===== src/rtl/issue_controller.sv =====
// rtl/issue_controller.sv - scoreboard issue gate with RAW/WAW/inflight hazards and writeback bypass
// Optional stall statistic enabled by macro ISSUE_CONTROLLER_STATS_EN.
module issue_controller #(
  parameter int unsigned MAX_INFLIGHT = 3
) (
  input  logic        i_clk,
  input  logic        i_reset_n,
  input  logic        i_valid,
  input  logic [7:0]  i_opcode,
  input  logic [3:0]  i_rs1,
  input  logic [3:0]  i_rs2,
  input  logic [3:0]  i_rd,
  input  logic        i_flush,
  input  logic        i_wb_valid,
  input  logic [3:0]  i_wb_rd,
  output logic        o_ready,
  output logic        o_issue,
  output logic [15:0] o_busy,
  output logic [3:0]  o_inflight,
  output logic        o_wb_err,
  output logic [15:0] o_stall_count
);

  localparam logic [7:0] OP_LDA = 8'd1;
  localparam logic [7:0] OP_STA = 8'd2;
  localparam logic [7:0] OP_ADD = 8'd3;
  localparam logic [7:0] OP_SUB = 8'd4;

  logic        reads_rs1, reads_rs2, writes_rd;
  logic [15:0] busy_q, busy_d;
  logic [3:0]  inflight_q, inflight_d;
  logic        wb_err_q, wb_err_d;
  logic [15:0] wb_mask, eff_busy;
  logic [3:0]  eff_inflight;
  logic        wb_legal, raw_hazard, wr_block, ready, issue_wr;

  always_comb begin
    reads_rs1 = 1'b0;
    reads_rs2 = 1'b0;
    writes_rd = 1'b0;
    case (i_opcode)
      OP_LDA: writes_rd = 1'b1;
      OP_STA: reads_rs1 = 1'b1;
      OP_ADD, OP_SUB: begin
        reads_rs1 = 1'b1;
        reads_rs2 = 1'b1;
        writes_rd = 1'b1;
      end
      default: ;
    endcase
  end

  // A writeback completing this cycle releases its register to the issuing instruction.
  always_comb begin
    wb_mask      = i_wb_valid ? (16'h0001 << i_wb_rd) : 16'h0000;
    eff_busy     = busy_q & ~wb_mask;
    wb_legal     = i_wb_valid & busy_q[i_wb_rd];
    eff_inflight = inflight_q - {3'b000, wb_legal};
    raw_hazard   = (reads_rs1 & eff_busy[i_rs1]) | (reads_rs2 & eff_busy[i_rs2]);
    wr_block     = writes_rd & (eff_busy[i_rd] | (eff_inflight >= 4'(MAX_INFLIGHT)));
    ready        = i_reset_n & ~i_flush & ~raw_hazard & ~wr_block;
    issue_wr     = i_valid & ready & writes_rd;
  end

  always_comb begin
    busy_d     = busy_q;
    inflight_d = inflight_q;
    wb_err_d   = wb_err_q | (i_wb_valid & ~busy_q[i_wb_rd]);
    if (i_flush) begin
      busy_d     = 16'h0000;
      inflight_d = 4'd0;
    end else begin
      if (wb_legal) busy_d[i_wb_rd] = 1'b0;
      if (issue_wr) busy_d[i_rd] = 1'b1;
      inflight_d = inflight_q + {3'b000, issue_wr} - {3'b000, wb_legal};
    end
  end

  always_ff @(posedge i_clk) begin
    if (!i_reset_n) begin
      busy_q     <= 16'h0000;
      inflight_q <= 4'd0;
      wb_err_q   <= 1'b0;
    end else begin
      busy_q     <= busy_d;
      inflight_q <= inflight_d;
      wb_err_q   <= wb_err_d;
    end
  end

`ifdef ISSUE_CONTROLLER_STATS_EN
  logic [15:0] stall_count_q, stall_count_d;

  always_comb begin
    stall_count_d = stall_count_q;
    if (i_valid && !ready && stall_count_q != 16'hFFFF) stall_count_d = stall_count_q + 16'd1;
  end

  always_ff @(posedge i_clk) begin
    if (!i_reset_n) stall_count_q <= 16'h0000;
    else            stall_count_q <= stall_count_d;
  end

  assign o_stall_count = stall_count_q;
`else
  assign o_stall_count = 16'h0000;
`endif

  assign o_ready    = ready;
  assign o_issue    = i_valid & ready;
  assign o_busy     = busy_q;
  assign o_inflight = inflight_q;
  assign o_wb_err   = wb_err_q;

endmodule


===== config.mk =====
export PLATFORM = sky130hd
export DESIGN_NAME = issue_controller
export DESIGN_NICKNAME = d
export VERILOG_FILES = /design/src/rtl/issue_controller.sv
export SDC_FILE = /design/constraint.sdc
export NUM_CORES = 1
export LEC_CHECK = 0
export CORE_UTILIZATION = 37
export DETAILED_ROUTE_END_ITERATION = 6
export PLACE_DENSITY = 0.67
export REMOVE_ABC_BUFFERS = 1
export SYNTH_ARGS = -nofsm -noshare
export SYNTH_HDL_FRONTEND = slang
export SYNTH_SLANG_ARGS = --single-unit

===== constraint.sdc =====
create_clock -name i_clk -period 9.6 [get_ports i_clk]
set_input_delay 2.88 -clock i_clk [delete_from_list [all_inputs] [get_ports i_clk]]
set_output_delay 2.88 -clock i_clk [all_outputs]
set_load 0.1 [all_outputs]

==> Word-level counts from Yosys, hierarchy flattened <==
Index checks and enable logic that the tools add are counted.
{ "totals": {"reg_bits": 21, "inputBits": 29, "output_inout_bits": 39, "wordCells": 66} }
{ "classes": {"addsub": 3, "magnitude_cmp": 7, "eq_ne": 4, "shifts": 1, "n_mux": 19, "n_bitwise": 23, "n_reduce_logical": 6} }
{ "ops": {"columns": ["operator", "count"], "rows": [
  ["two-way mux 16 bit", 4],
  ["AND 16 bit", 2],
  ["inverter 16 bit", 2],
  ["< comparator 4 x 5 -> 1 bit (second input constant)", 4],
  ["binary-select mux 1 bit (select 4 bit)", 4],
  ["== test 8 x 2 -> 1 bit (second input constant)", 2],
  ["OR 16 bit", 1],
  ["left shift 1 x 4 -> 16 bit (first input constant)", 1],
  ["AND 1 bit", 10],
  ["two-way mux 1 bit", 9],
  ["demux 1 bit (select 4 bit)", 2],
  ["== test 8 x 1 -> 1 bit (second input constant)", 1],
  ["== test 8 x 3 -> 1 bit (second input constant)", 1],
  [">= comparator 4 x 1 -> 1 bit (second input constant)", 2],
  ["subtractor 4 x 1 -> 4 bit", 2],
  ["OR reduction 3 bit", 2],
  ["inverter 1 bit", 5],
  ["adder 4 x 1 -> 4 bit", 1],
  [">= comparator 4 x 2 -> 1 bit (second input constant)", 1],
  ["OR reduction 2 bit", 2],
  ["OR 1 bit", 3],
  ["logical AND 1 bit", 2]
]} }

==> Depth between registers and ports, before layout <==
{ "depth": {"word_depth": 15, "ltp_mapped": 21, "depth_no_buf": 20} }

==> Worst setup path after synthesis <==
Ideal clock, no wire load.
{ "synth_path": {"kind": "in2out", "startpoint": "in i_wb_rd[0]", "endpoint": "out o_issue", "arrival_ps": 6918, "slack_ps": -198, "cell_stages": 14, "cell_sequence": "buf_4 -> mux4_2 -> mux4_1 -> and2_1 -> ha_1 -> ha_1 -> xnor2_1 -> o21ai_0 -> nor2_1 -> inv_1 -> a311oi_2 -> o311ai_4 -> buf_6 -> nor2_1"} }
{ "synth_between": {"elab_chain_cells": 12, "word_cells_on_any_way": 25, "classes_between": "add/sub (1); order compare (1); shift (1); mux (9); bitwise (13)"} }
{ "synth_rtl": {"columns": ["item", "line", "text"], "rows": [
  ["start: declaration", "15", "input logic [3:0] i_wb_rd,"],
  ["parallel branches: the longest is 10 deep, another holds subtractor 4 x 1 -> 4 bit", null, null],
  ["AND 1 bit *", "61", "ready = i_reset_n & ~i_flush & ~raw_hazard & ~wr_block;"],
  ["AND 1 bit *", "110", "assign o_issue = i_valid & ready;"],
  ["end: declaration", "17", "output logic o_issue,"]
]} }
Mark *: on every way between the ends. The select of a mux whose other input is x is not followed.

==> Worst setup path after layout <==
{ "layout_path": {"startpoint": "in i_wb_rd[1]", "endpoint": "out o_issue"} }
Same word-level chain as after synthesis.

==> impl_metrics.toml <==
[route]
drc = 0
wirelength_um = 5850
postRouteAntennaNets = 0
wire_per_inst_um = 16.2
vias_per_cell = 5.66
first_pass_iters = 5
vias = 2042
drt_first_iter_violations = 138

[power_and_ir_drop]
vdd_ir_drop_max_mv = 0.0513
power.total_mw = 0.229
p_leak_nw = 0.912
power_density_nw_per_um2 = 89.0

[cells_and_area]
final_area_um2 = 2570
final_util = 0.497
stdcell_count = 361
antenna_cells = 0
drive_gt1_frac = 0.107
fillers = 487
syn_to_final_growth_pct = 28.1
layout.nets = 329

[synthesis]
ys_ff_latch = 21
async_reset_ff_frac = 0
synthDistinctLibCells = 56
synth_ff_type = "dfxtp_1"
ys_top_cells_by_area = "dfxtp_1, buf_4, mux4_2, nand3_1, ha_1"
synth_cells = 246
avgSynthCellArea_um2 = 8.16
synth_top_area_frac = 0.209
synth_warnings = 0
yosysTopAreaCell = "dfxtp_1"
ys_seq_area_frac = 0.209
syn_area_um2 = 2010
synth_edf_count = 0

[clock_tree]
cts_max_path_buffers = 2
cts.sink_count = 21
clk_pin_slew_ns = 0.08
clock_latency_ns = 0.27
hold_buffers = 0
numCtsBuffers = 3
htree_levels = 1
post_cts_buffers = 0
postCtsResizedCells = 0
cts_tree = "yes"
root_buffer = "clkbuf_8"

[die]
row_count = 26
start_util = 0.388
die_x_um = 75.7
die_h_um = 75.7
ioPinCount = 68
dieArea_um2 = 5720
core_area_um2 = 5170

[timing]
hold_viol = 0
setup_viol = 0
finalMaxSlewViolations = 0
finClkSkew_ns = 0.000977
layout_setup_ws_ns = 0.273
worst_pin_slew_ns = 0.981
fin_crit_sh = 0.972
fin_setup_tns_ns = 0
hold_ws_ns = 0.486
fmaxAchievable_ghz = 0.107
slew_headroom = 0.344
rsz0062_at_grt = "false"
fin_crit_ns = 9.33

[grt]
grt_max_degree = 21
grt_pass1_wl_um = 9220
antenna_found_initial = 0
grt-ovfl-total = 0
grtUsageTotal = 0.218
grt_pass1_vias = 1830

[worst_setup_path]
r2r_end = "o_inflight[3]"
r2r_start = "o_busy[15]"
critPathArrivalTime_ns = 6.45
r2r_cells = 20
critPathKind = "in -> out"
cp-start-kind = "primary input"
crit_start = "i_wb_rd[1]"
cp-endpoint = "o_issue"
endpoint_kind = "output port"
r2r_slack_ns = 5.22
crit_fanout = 11
cp.required_ns = 6.72

[placed_design]
placed_area_um2 = 2520
place_ws_ns = 0.0749
place_inst = 357
gp_congestion = 0.860
hpwl_um = 4460
portBuffers = 51

[status]
outcome = "finished clean"

[hold_path]
min_path_cells = 1
hp-class = "reg -> reg"

[job]
maxCapViolations = 0
==> Yosys cell counts, drive strengths merged (2+ instances only) <==
master and instances:
a221oi 2, or2 2, mux4 7, and2 2, nor3b 2, and3 4
clkbuf 5, nand3b 5, inv 14, o2111ai 3, mux2i 6, dfxtp 21
ha 7, nand2b 4, nor2 18, o211ai 2, mux2 2, xnor2 3
o21ai 21, nor3 4, nand3 21, buf 23, nand2 16, o221ai 4
nor2b 8, a21oi 3, a311oi 2, o22ai 18
==> worst min path at each step <==
stage,startpoint,to,slack (ns)
final,o_wb_err,o_wb_err,0.49
after global routing,o_wb_err,o_wb_err,0.54
after CTS,o_wb_err,o_wb_err,0.50
after detailed placement,o_wb_err,o_wb_err,0.47
after global placement,o_wb_err,o_wb_err,0.45
after floorplan,o_busy[2],o_busy[2],0.98
==> flip-flops by register name, indices dropped and copies added (netlist names) <==
register and cells:
o_busy 16, o_inflight 4, o_wb_err 1
==> final cells by class <==
cell class	instances	area, µm²	share of cell area
clock buffer	3	41.3	0.0161
clock inverter	1	5.00	0.00195
inverter	14	52.6	0.0204
multi-input combinational	198	1410	0.548
sequential	21	420	0.164
tap	70	87.6	0.0341
timing repair buffer	54	556	0.216
==> cells by family after synthesis <==
group	count (synthesis)	synth area share
mux	15	0.122
buf+inv	42	0.117
xor+xnor	4	0.0175
simple gates	91	0.235
fa+ha+maj	8	0.0536
compound gates	64	0.244
flops	21	0.209
other cells	1	0.00187
==> per-layer routing <==
metal | GRT usage | vias up | part of all wire
met3 | 0.0291 | 9 | 0.071
met2 | 0.349 | 103 | 0.47
li1 | - | 972 | -
met5 | 0 | - | 0
met4 | 0.0741 | 0 | 0.016
met1 | 0.303 | 958 | 0.44
==> placed cells by master, fill, tap and decap left out, types with 2 or more instances in the layout <==
| cell | instances |
|---|---|
| nand3_1 | 21 |
| inv_1 | 13 |
| buf_4 | 3 |
| nor3_1 | 4 |
| a221oi_1 | 2 |
| and2_1 | 2 |
| mux2i_1 | 6 |
| conb_1 | 16 |
| nand2_1 | 16 |
| nor2_1 | 18 |
| xnor2_1 | 3 |
| o211ai_1 | 2 |
| o21ai_0 | 15 |
| clkbuf_8 | 3 |
| o21ai_2 | 3 |
| a21oi_1 | 3 |
| mux2_2 | 2 |
| nor2b_1 | 8 |
| nand3b_1 | 5 |
| buf_12 | 2 |
| o22ai_2 | 5 |
| mux4_2 | 6 |
| nand2b_1 | 3 |
| o2111ai_1 | 3 |
| and3_1 | 4 |
| ha_1 | 7 |
| nor3b_1 | 2 |
| o22ai_1 | 13 |
| clkdlybuf4s50_1 | 48 |
| dfxtp_1 | 21 |
| o21ai_1 | 3 |
| o221ai_1 | 4 |
==> power by group <==
group / total, mW / switching, mW / internal, mW
sequential: 0.0875 / 0.000162 / 0.0873
combinational: 0.0818 / 0.0582 / 0.0236
clock: 0.0595 / 0.0305 / 0.0290
==> worst max-delay path, cell delays in order <==
cell and delay (ns):
clkdlybuf4s50_1 0.70, mux4_2 0.36, mux4_1 0.56, and2_1 0.22, ha_1 0.20, ha_1 0.19
xnor2_1 0.14, o21ai_0 0.10, nor2_1 0.15, inv_1 0.06, a311oi_2 0.32, o311ai_4 0.15
nor2_1 0.20, buf_12 0.20
No activity file was read; power rests on OpenSTA's default activity.
